--- config.mk ---
export PLATFORM = sky130hd
export DESIGN_NAME = fir_decimate
export DESIGN_NICKNAME = d
export VERILOG_FILES = /design/src/rtl/fir_decimate.sv
export SDC_FILE = /design/constraint.sdc
export NUM_CORES = 1
export LEC_CHECK = 0
export ABC_AREA = 0
export BUFFER_PORTS_ARGS = -buffer_cell sky130_fd_sc_hd__buf_2
export CAP_MARGIN = 40
export CORE_ASPECT_RATIO = 1.1
export CORE_MARGIN = 5
export CORE_UTILIZATION = 40
export CTS_CLUSTER_SIZE = 16
export DETAILED_ROUTE_END_ITERATION = 8
export PLACE_DENSITY = 0.84
export RECOVER_POWER = 50
export SLEW_MARGIN = 15
export SYNTH_ARGS = -nofsm -noshare
export SYNTH_HDL_FRONTEND = slang
export SYNTH_SLANG_ARGS = --single-unit
--- constraint.sdc ---
create_clock -name clock -period 4.1 [get_ports clock]
set_input_delay 0.615 -clock clock [delete_from_list [all_inputs] [get_ports clock]]
set_output_delay 0.615 -clock clock [all_outputs]
set_load 0.01 [all_outputs]
--- src/rtl/fir_decimate.sv ---
// fir_decimate: decimating real FIR with a sequential one-tap-per-cycle MAC.
// Optional build macro FIR_OUT_SAT_EN saturates the written sample to signed 16-bit.
`default_nettype none

module fir_decimate #(
  parameter int NUM_TAPS   = 32,
  parameter int DECIMATION = 8,
  parameter int QUANT_BITS = 10,
  parameter logic [NUM_TAPS*32-1:0] COEFFS = '0
) (
  input  logic        clock,
  input  logic        reset,
  output logic        in_rd_en,
  input  logic        in_empty,
  input  logic [31:0] in_dout,
  output logic        out_wr_en,
  input  logic        out_full,
  output logic [31:0] out_din
);

  localparam int TAP_W = (NUM_TAPS > 1) ? $clog2(NUM_TAPS) : 1;
  localparam int CNT_W = $clog2(DECIMATION + 1);

  typedef enum logic [1:0] {
    S_LOAD  = 2'd0,
    S_MAC   = 2'd1,
    S_WRITE = 2'd2
  } state_t;

  state_t             state;
  logic signed [31:0] x    [NUM_TAPS];
  logic signed [31:0] coef [NUM_TAPS];
  logic signed [31:0] acc;
  logic [CNT_W-1:0]   load_cnt;
  logic [TAP_W-1:0]   tap;

  logic signed [63:0] product;
  logic signed [63:0] product_deq;
  logic signed [31:0] mac_term;
  logic signed [31:0] result;

  generate
    for (genvar g = 0; g < NUM_TAPS; g++) begin : g_coef
      assign coef[g] = COEFFS[32*g +: 32];
    end
  endgenerate

  // Full-width signed product, floor-shifted, then wrapped to 32 bits.
  assign product     = coef[tap] * x[tap];
  assign product_deq = product >>> QUANT_BITS;
  assign mac_term    = product_deq[31:0];

`ifdef FIR_OUT_SAT_EN
  always_comb begin
    result = acc;
    if (acc > 32'sd32767)
      result = 32'sd32767;
    else if (acc < -32'sd32768)
      result = -32'sd32768;
  end
`else
  assign result = acc;
`endif

  assign in_rd_en  = !reset && (state == S_LOAD) && !in_empty;
  assign out_wr_en = !reset && (state == S_WRITE) && !out_full;
  assign out_din   = out_wr_en ? result : 32'd0;

  always_ff @(posedge clock or posedge reset) begin
    if (reset) begin
      state    <= S_LOAD;
      acc      <= '0;
      load_cnt <= '0;
      tap      <= '0;
      for (int k = 0; k < NUM_TAPS; k++) x[k] <= '0;
    end else begin
      case (state)
        S_LOAD: begin
          if (!in_empty) begin
            for (int k = NUM_TAPS - 1; k > 0; k--) x[k] <= x[k-1];
            x[0] <= in_dout;
            if (load_cnt == CNT_W'(DECIMATION - 1)) begin
              load_cnt <= '0;
              acc      <= '0;
              tap      <= '0;
              state    <= S_MAC;
            end else begin
              load_cnt <= load_cnt + CNT_W'(1);
            end
          end
        end
        S_MAC: begin
          acc <= acc + mac_term;
          if (tap == TAP_W'(NUM_TAPS - 1))
            state <= S_WRITE;
          else
            tap <= tap + TAP_W'(1);
        end
        S_WRITE: begin
          if (!out_full) state <= S_LOAD;
        end
        default: begin
          state    <= S_LOAD;
          acc      <= '0;
          load_cnt <= '0;
          tap      <= '0;
          for (int k = 0; k < NUM_TAPS; k++) x[k] <= '0;
        end
      endcase
    end
  end

endmodule

`default_nettype wire
==> Implementation_results.wiki, run 1 <==
{| class="wikitable"
! Metric !! Value
|-
| Run status || completed
|-
| Cell-internal power || about 0.28 mW
|-
| Number of unique standard cell types used by synthesis || 32
|-
| CTS tree || yes
|-
| Floorplan die area || 0.00363 mm²
|-
| Ratio of cells with drive above 1 in the final layout || 0.102
|-
| Detailed Routing Iterations Pass 1 || 4
|-
| Maximum root-to-sink buffer count || 2
|-
| Most instantiated library cell after synthesis || sky130_fd_sc_hd__buf_4
|-
| Final max-slew violation count || 0
|-
| FFs w/ async S/R, synth || 1.00
|-
| Final-stage net count || 162
|-
| Number of warnings reported in the yosys synthesis log || 0
|-
| Cts hold-fix bufs || 0
|-
| Leakage component of the power || 0.451 nW
|-
| Ports || 70
|-
| Vias || about 720
|-
| Net switching power of the design || 0.237 mW
|-
| Worst endpoint required time || about 3.5 ns
|-
| Power share of the clock group || 0.155
|-
| Area share of the leading cell type in the synthesized netlist || 0.273
|-
| Post-Synthesis Cell Area || 0.00101 mm²
|-
| Number of fillers in the final layout || 266
|-
| Total congestion overflow after global routing || 0
|-
| Tightest hold margin || around 0.32 ns
|-
| Post-synthesis cell type with the largest combined area || sky130_fd_sc_hd__dfrtp_1
|-
| Logic gate share of total power || 0.527
|-
| Clk Tree Root Cell || sky130_fd_sc_hd__clkbuf_4
|-
| Core footprint || 0.00247 mm²
|-
| Mean instance size in the synthesized netlist || ~9 µm²
|-
| Starting utilization of the core area || 0.408
|-
| Initial antenna violation count || 0
|-
| Kind of critical path || reg -> out
|-
| Switching fraction of total power || 0.461
|-
| Area used by multi-input combinational logic || 554 µm²
|-
| Clock latency on the worst-skew pair || 0.29 ns
|-
| Placed insts || 145
|-
| Endpoint type of the worst setup path || primary output
|-
| Number of flops mapped to enable cells by yosys || 0
|-
| Synth top cells by count || sky130_fd_sc_hd__buf_4, sky130_fd_sc_hd__dfrtp_1, sky130_fd_sc_hd__inv_1, sky130_fd_sc_hd__ha_1
|-
| Worst Skew || about 0.014 ns
|-
| Final setup fails || 0
|-
| Wire length of the first global-routing pass || 2960 µm
|-
| Area growth syn-to-layout || -4.96%
|-
| Half-perimeter wire length of the detailed placement result || 1370 µm
|-
| Antenna diode instance count || 0
|-
| DRC || 0
|-
| Peak clock frequency supported by timing || about 450 MHz
|-
| Min Tclk post-route || 2.22 ns
|-
| Number of hold violations in the final report || 0
|-
| Global router's overall resource usage || 0.103
|-
| Count of state elements after synthesis || 11
|-
| Maximum number of pins on one net before global-route repair || 12
|-
| Horizontal die dimension || 57.9 µm
|-
| Power per unit of standard cell area || approximately 540 mW/mm²
|-
| IR Drop Worst-Case VDD || 0.000255 V
|-
| RePlAce Congestion || 0.880
|-
| Clock tree sinks || 11
|-
| WL per Instance || 12.5 µm
|-
| Number of cells produced by synthesis || around 110
|-
| Number of buffers added by the clock tree synthesis step || 3
|-
| Number of core rows || 19
|-
| Post-CTS setup-driven buffer insertion count || 0
|-
| Clock-pin slew on the worst setup and hold paths || 0.08 ns
|-
| Buffers added on ports || 5
|-
| Reg-to-reg setup timing slack || 2.21 ns
|-
| Accumulated negative setup slack || 0 ns
|-
| Cts repair resizes || 0
|-
| Final antenna-violating net count || 0
|-
| Sequential area share after synthesis || 0.273
|-
| Class of the most critical hold timing path || in -> async
|-
| Number of global-route vias before repair || 684
|-
| Routed via count divided by cell count || 4.85
|-
| Dominant cells by area after synthesis || sky130_fd_sc_hd__dfrtp_1, sky130_fd_sc_hd__buf_4, sky130_fd_sc_hd__ha_1
|-
| Chip height || 62.7 µm
|-
| Largest driver fanout on the critical path || 9
|-
| Wirelength, routed || ~1900 µm
|-
| Launching element type of the critical path || flip-flop
|-
| Drt initial violations || 28
|-
| Arrival @ worst endpoint || 1.61 ns
|-
| Area taken by flip-flops and latches || around 280 µm²
|-
| Share of the cycle needed by the critical path after routing || 0.542
|-
| Unrepaired setup endpoints after global routing || no
|-
| Number of levels in the clock H-tree || 1
|-
| Top_reg_cell synth || sky130_fd_sc_hd__dfrtp_1
|-
| # Max-Cap Violations || 0
|-
| Portion of total power attributed to sequential cells || 0.317
|-
| Non-filler instance count after layout || 149
|}
==> final timing paths <==
check | startpoint | endpoint | depth (start not counted)
max in group asynchronous | reset | tap[1] | 2
worst min-delay path | reset | load_cnt[2] | 2
worst max register to register | tap[0] | tap[3] | 6
min in group clock | load_cnt[3] | load_cnt[3] | 1
worst max-delay path | state[0] | in_rd_en | 5
worst min register to register | load_cnt[3] | load_cnt[3] | 1
==> critical path: stages (launching register included) <==
cell and delay [ns]:
sky130_fd_sc_hd__dfrtp_1 0.40, sky130_fd_sc_hd__inv_1 0.11, sky130_fd_sc_hd__ha_1 0.32, sky130_fd_sc_hd__inv_2 0.15, sky130_fd_sc_hd__nor3_1 0.19, sky130_fd_sc_hd__buf_2 0.15
==> power by group through the flow <==
| stage | Sequential [mW] | Clock, mW | Combinational [mW] |
|---|---|---|---|
| 5_1_grt | 0.167 | 0.0854 | 0.304 |
| 4_1_cts | 0.162 | 0.0811 | 0.269 |
| 3_3_place_gp | 0.163 | 0 | 0.247 |
| 3_5_place_dp | 0.166 | 0 | 0.264 |
| 2_1_floorplan | 0.159 | 0 | 0.235 |
| 6_report | 0.163 | 0.0800 | 0.271 |
==> stage by stage <==
| stage | power [mW] | cell area (µm²) | setup WS (ns) | utilization |
|---|---|---|---|---|
| floorplan | 0.394 | 1130 | 2.36 | - |
| global placement | 0.410 | 935 | 2.24 | 0.378 |
| detailed placement | 0.430 | 935 | 2.21 | 0.378 |
| CTS | 0.512 | 961 | 1.89 | 0.389 |
| global route | 0.557 | 960 | 1.81 | 0.388 |
| finish | 0.514 | 960 | 1.88 | 0.388 |
==> cells in the final DEF (no fill, tap or decap), types with 3 or more instances in the layout <==
cell | Yosys | layout
sky130_fd_sc_hd__nand3_1 | 5 | 5
sky130_fd_sc_hd__conb_1 | 1 | 32
sky130_fd_sc_hd__inv_1 | 10 | 10
sky130_fd_sc_hd__nand2_1 | 3 | 3
sky130_fd_sc_hd__buf_2 | 0 | 4
sky130_fd_sc_hd__nand2b_1 | 4 | 4
sky130_fd_sc_hd__ha_1 | 7 | 7
sky130_fd_sc_hd__a21oi_1 | 4 | 4
sky130_fd_sc_hd__dfrtp_1 | 11 | 11
sky130_fd_sc_hd__o21ai_0 | 3 | 3
sky130_fd_sc_hd__o211ai_1 | 5 | 5
sky130_fd_sc_hd__clkbuf_4 | 0 | 3
==> layout make-up <==
type | count | share of cell area
Multi-Input combinational cell | 87 | 0.578
Sequential cell | 11 | 0.287
Tap cell | 31 | 0.0404
Clock buffer | 4 | 0.0274
Timing Repair Buffer | 5 | 0.0248
Inverter | 11 | 0.0430
==> routing by layer <==
metal / GRT usage / share of wire
met4: 0.0348 / 0.012
met3: 0.0310 / 0.074
met1: 0.123 / 0.39
met5: 0 / 0
met2: 0.171 / 0.53
==> cells by family (layout without fill, tap and decap cells) <==
logic type	after synthesis	in the layout	share of synthesized area
buffers and inverters	45	20	0.294
and+or+nand+nor	26	26	0.169
AOI/OAI and AO/OA	19	19	0.140
DFF	11	11	0.273
adders and majority gates	7	7	0.0867
muxes	3	3	0.0347
other	1	32	0.00371
==> sequential cells by signal, indices dropped and copies added (netlist names) <==
register / flops
tap: 5
state: 2
load_cnt: 4
No activity file was read; power rests on OpenSTA's default activity.
==> inputs of run 2 (changes only) <==
clock period = 2.1 ns   (was 4.1 ns; I/O delays follow)
==> run 2 against run 1 <==
Cell area is 0.78% higher. Largest cell class unchanged. Via count is 2.1% lower. Worst hold slack worse by 0.29 ns. Critical endpoint is now tap[3]. Clock power is 87% higher.
==> Implementation_results.wiki, run 2 (synthesis gave the netlist of run 1 again) <==
{| class="wikitable"
! Metric !! Value
|-
| Ports || 70
|-
| Global router's overall resource usage || 0.0927
|-
| Worst setup path startpoint || tap[0]
|-
| Detailed Routing Iterations Pass 1 || 3
|-
| Drt initial violations || 19
|-
| Clk Tree Root Cell || sky130_fd_sc_hd__clkbuf_4
|-
| Clock-pin slew on the worst setup and hold paths || 0.08 ns
|-
| Routed via count divided by cell count || 4.71
|-
| Chip height || 62.7 µm
|-
| Number of flip-flops in the largest register || 5
|-
| Core footprint || 0.00247 mm²
|-
| Most frequent standard cell in the layout excluding fill and tap cells || sky130_fd_sc_hd__conb_1
|-
| CTS tree || yes
|-
| Unrepaired setup endpoints after global routing || no
|-
| Antenna diode instance count || 0
|-
| Final max-slew violation count || 0
|-
| # Max-Cap Violations || 0
|-
| IR Drop Worst-Case VDD || 0.000672 V
|-
| Final antenna-violating net count || 0
|-
| Wire length of the first global-routing pass || 2680 µm
|-
| Largest driver fanout on the critical path || 8
|-
| Power per unit of standard cell area || 1020 mW/mm²
|-
| Accumulated negative setup slack || 0 ns
|-
| Final-stage net count || 163
|-
| Min Tclk post-route || 1.88 ns
|-
| Endpoint type of the worst setup path || flip-flop
|-
| Run status || completed
|-
| Class of the most critical hold timing path || in -> async
|-
| Half-perimeter wire length of the detailed placement result || 1320 µm
|-
| Post-layout util || 0.391
|-
| Cts hold-fix bufs || 0
|-
| Top Registers || tap (5), load_cnt (4), state (2)
|-
| Area growth syn-to-layout || -4.21%
|-
| Cts repair resizes || 0
|-
| Post-CTS setup-driven buffer insertion count || 0
|-
| Clock tree sinks || 11
|-
| Horizontal die dimension || 57.9 µm
|-
| Ratio of cells with drive above 1 in the final layout || 0.109
|-
| Initial antenna violation count || 0
|-
| Floorplan die area || 0.00363 mm²
|-
| Number of buffers added by the clock tree synthesis step || 3
|-
| Register name with the most flops || tap
|-
| RePlAce Congestion || approximately 0.87
|-
| Cells along the critical path || ha_1, and3_1, ha_1, nand4b_1, a2111o_1, o211ai_1
|-
| Wirelength, routed || 1670 µm
|-
| Beginning of the worst register-to-register path || tap[0]
|-
| Number of fillers in the final layout || 263
|-
| Cell repeated most along the worst path || sky130_fd_sc_hd__ha_1
|-
| Number of global-route vias before repair || 653
|-
| Crit-path slowest cell || sky130_fd_sc_hd__dfrtp_1
|-
| Leakage component of the power || 0.456 nW
|-
| DRC || 0
|-
| Launching element type of the critical path || flip-flop
|-
| Maximum number of pins on one net before global-route repair || 12
|-
| Starting utilization of the core area || 0.408
|-
| Commonest non-fill, non-tap cells in the layout || sky130_fd_sc_hd__conb_1, sky130_fd_sc_hd__dfrtp_1, sky130_fd_sc_hd__inv_1, sky130_fd_sc_hd__ha_1
|-
| Number of levels in the clock H-tree || 1
|-
| Clock latency on the worst-skew pair || 0.28 ns
|-
| Vias || a little over 700
|-
| Arrival @ worst endpoint || 2.07 ns
|-
| Buffers added on ports || 5
|-
| Maximum root-to-sink buffer count || 2
|-
| Number of core rows || 19
|-
| Worst endpoint required time || 2.29 ns
|-
| Share of the cycle needed by the critical path after routing || 0.896
|-
| Largest incremental delay on the critical path || between 0.4 and 0.5 ns
|-
| WL per Instance || 11.2 µm
|-
| Peak clock frequency supported by timing || 532 MHz
|-
| Number of hold violations in the final report || 0
|-
| Kind of critical path || reg -> reg
|-
| Final setup fails || 0
|-
| Worst Skew || around 0.009 ns
|-
| Total congestion overflow after global routing || 0
|}
==> run 2: layout make-up <==
| type | instances | area (µm²) | share of cell area |
|---|---|---|---|
| Tap cell | 31 | 38.8 | 0.0401 |
| Multi-Input combinational cell | 87 | 554 | 0.573 |
| Inverter | 11 | 41.3 | 0.0427 |
| Sequential cell | 11 | 275 | 0.285 |
| Clock buffer | 4 | 26.3 | 0.0272 |
| Timing Repair Buffer | 6 | 31.3 | 0.0323 |
==> run 2: per-layer routing <==
metal,vias up,track usage,part of all wire
li1,342,-,-
met1,334,0.113,0.40
met2,25,0.141,0.49
met4,0,0.0464,0.024
met3,6,0.0331,0.085
met5,-,0,0
==> run 2: critical path, delay by kind of cell (launching register included) <==
family	cells	cell delay, ns
compound gates	2	0.48
fa+ha+maj	2	0.50
simple gates	2	0.40
flops	1	0.42
==> run 2: path summary, 6_finish.rpt <==
kind	to	slack, ns	cells after the start
max reg2reg	tap[3]	0.22	6
min reg2reg	load_cnt[3]	0.51	1
max in group asynchronous	tap[0]	1.75	2
min in group clock	state[1]	0.39	4
min	load_cnt[0]	0.04	2
max	tap[3]	0.22	6
==> run 2: power breakdown <==
part | switching, mW | total (mW) | internal [mW]
Sequential | 0.0504 | 0.318 | 0.268
Combinational | 0.310 | 0.517 | 0.207
Clock | 0.0764 | 0.150 | 0.0738
Total | 0.437 | 0.986 | 0.549
==> run 2: stage by stage <==
step | hold slack, ns | cells | setup WS [ns] | total power, mW | instance area, µm²
detailed placement | 0.353 | 146 | 0.243 | 0.840 | 942
finish | 0.0363 | 150 | 0.219 | 0.986 | 967
CTS | 0.0510 | 150 | 0.222 | 0.996 | 968
floorplan | 0.167 | 143 | 0.387 | 0.770 | 1130
global placement | 0.345 | 146 | 0.285 | 0.811 | 942
global route | 0.0771 | 150 | 0.0768 | 1.08 | 967
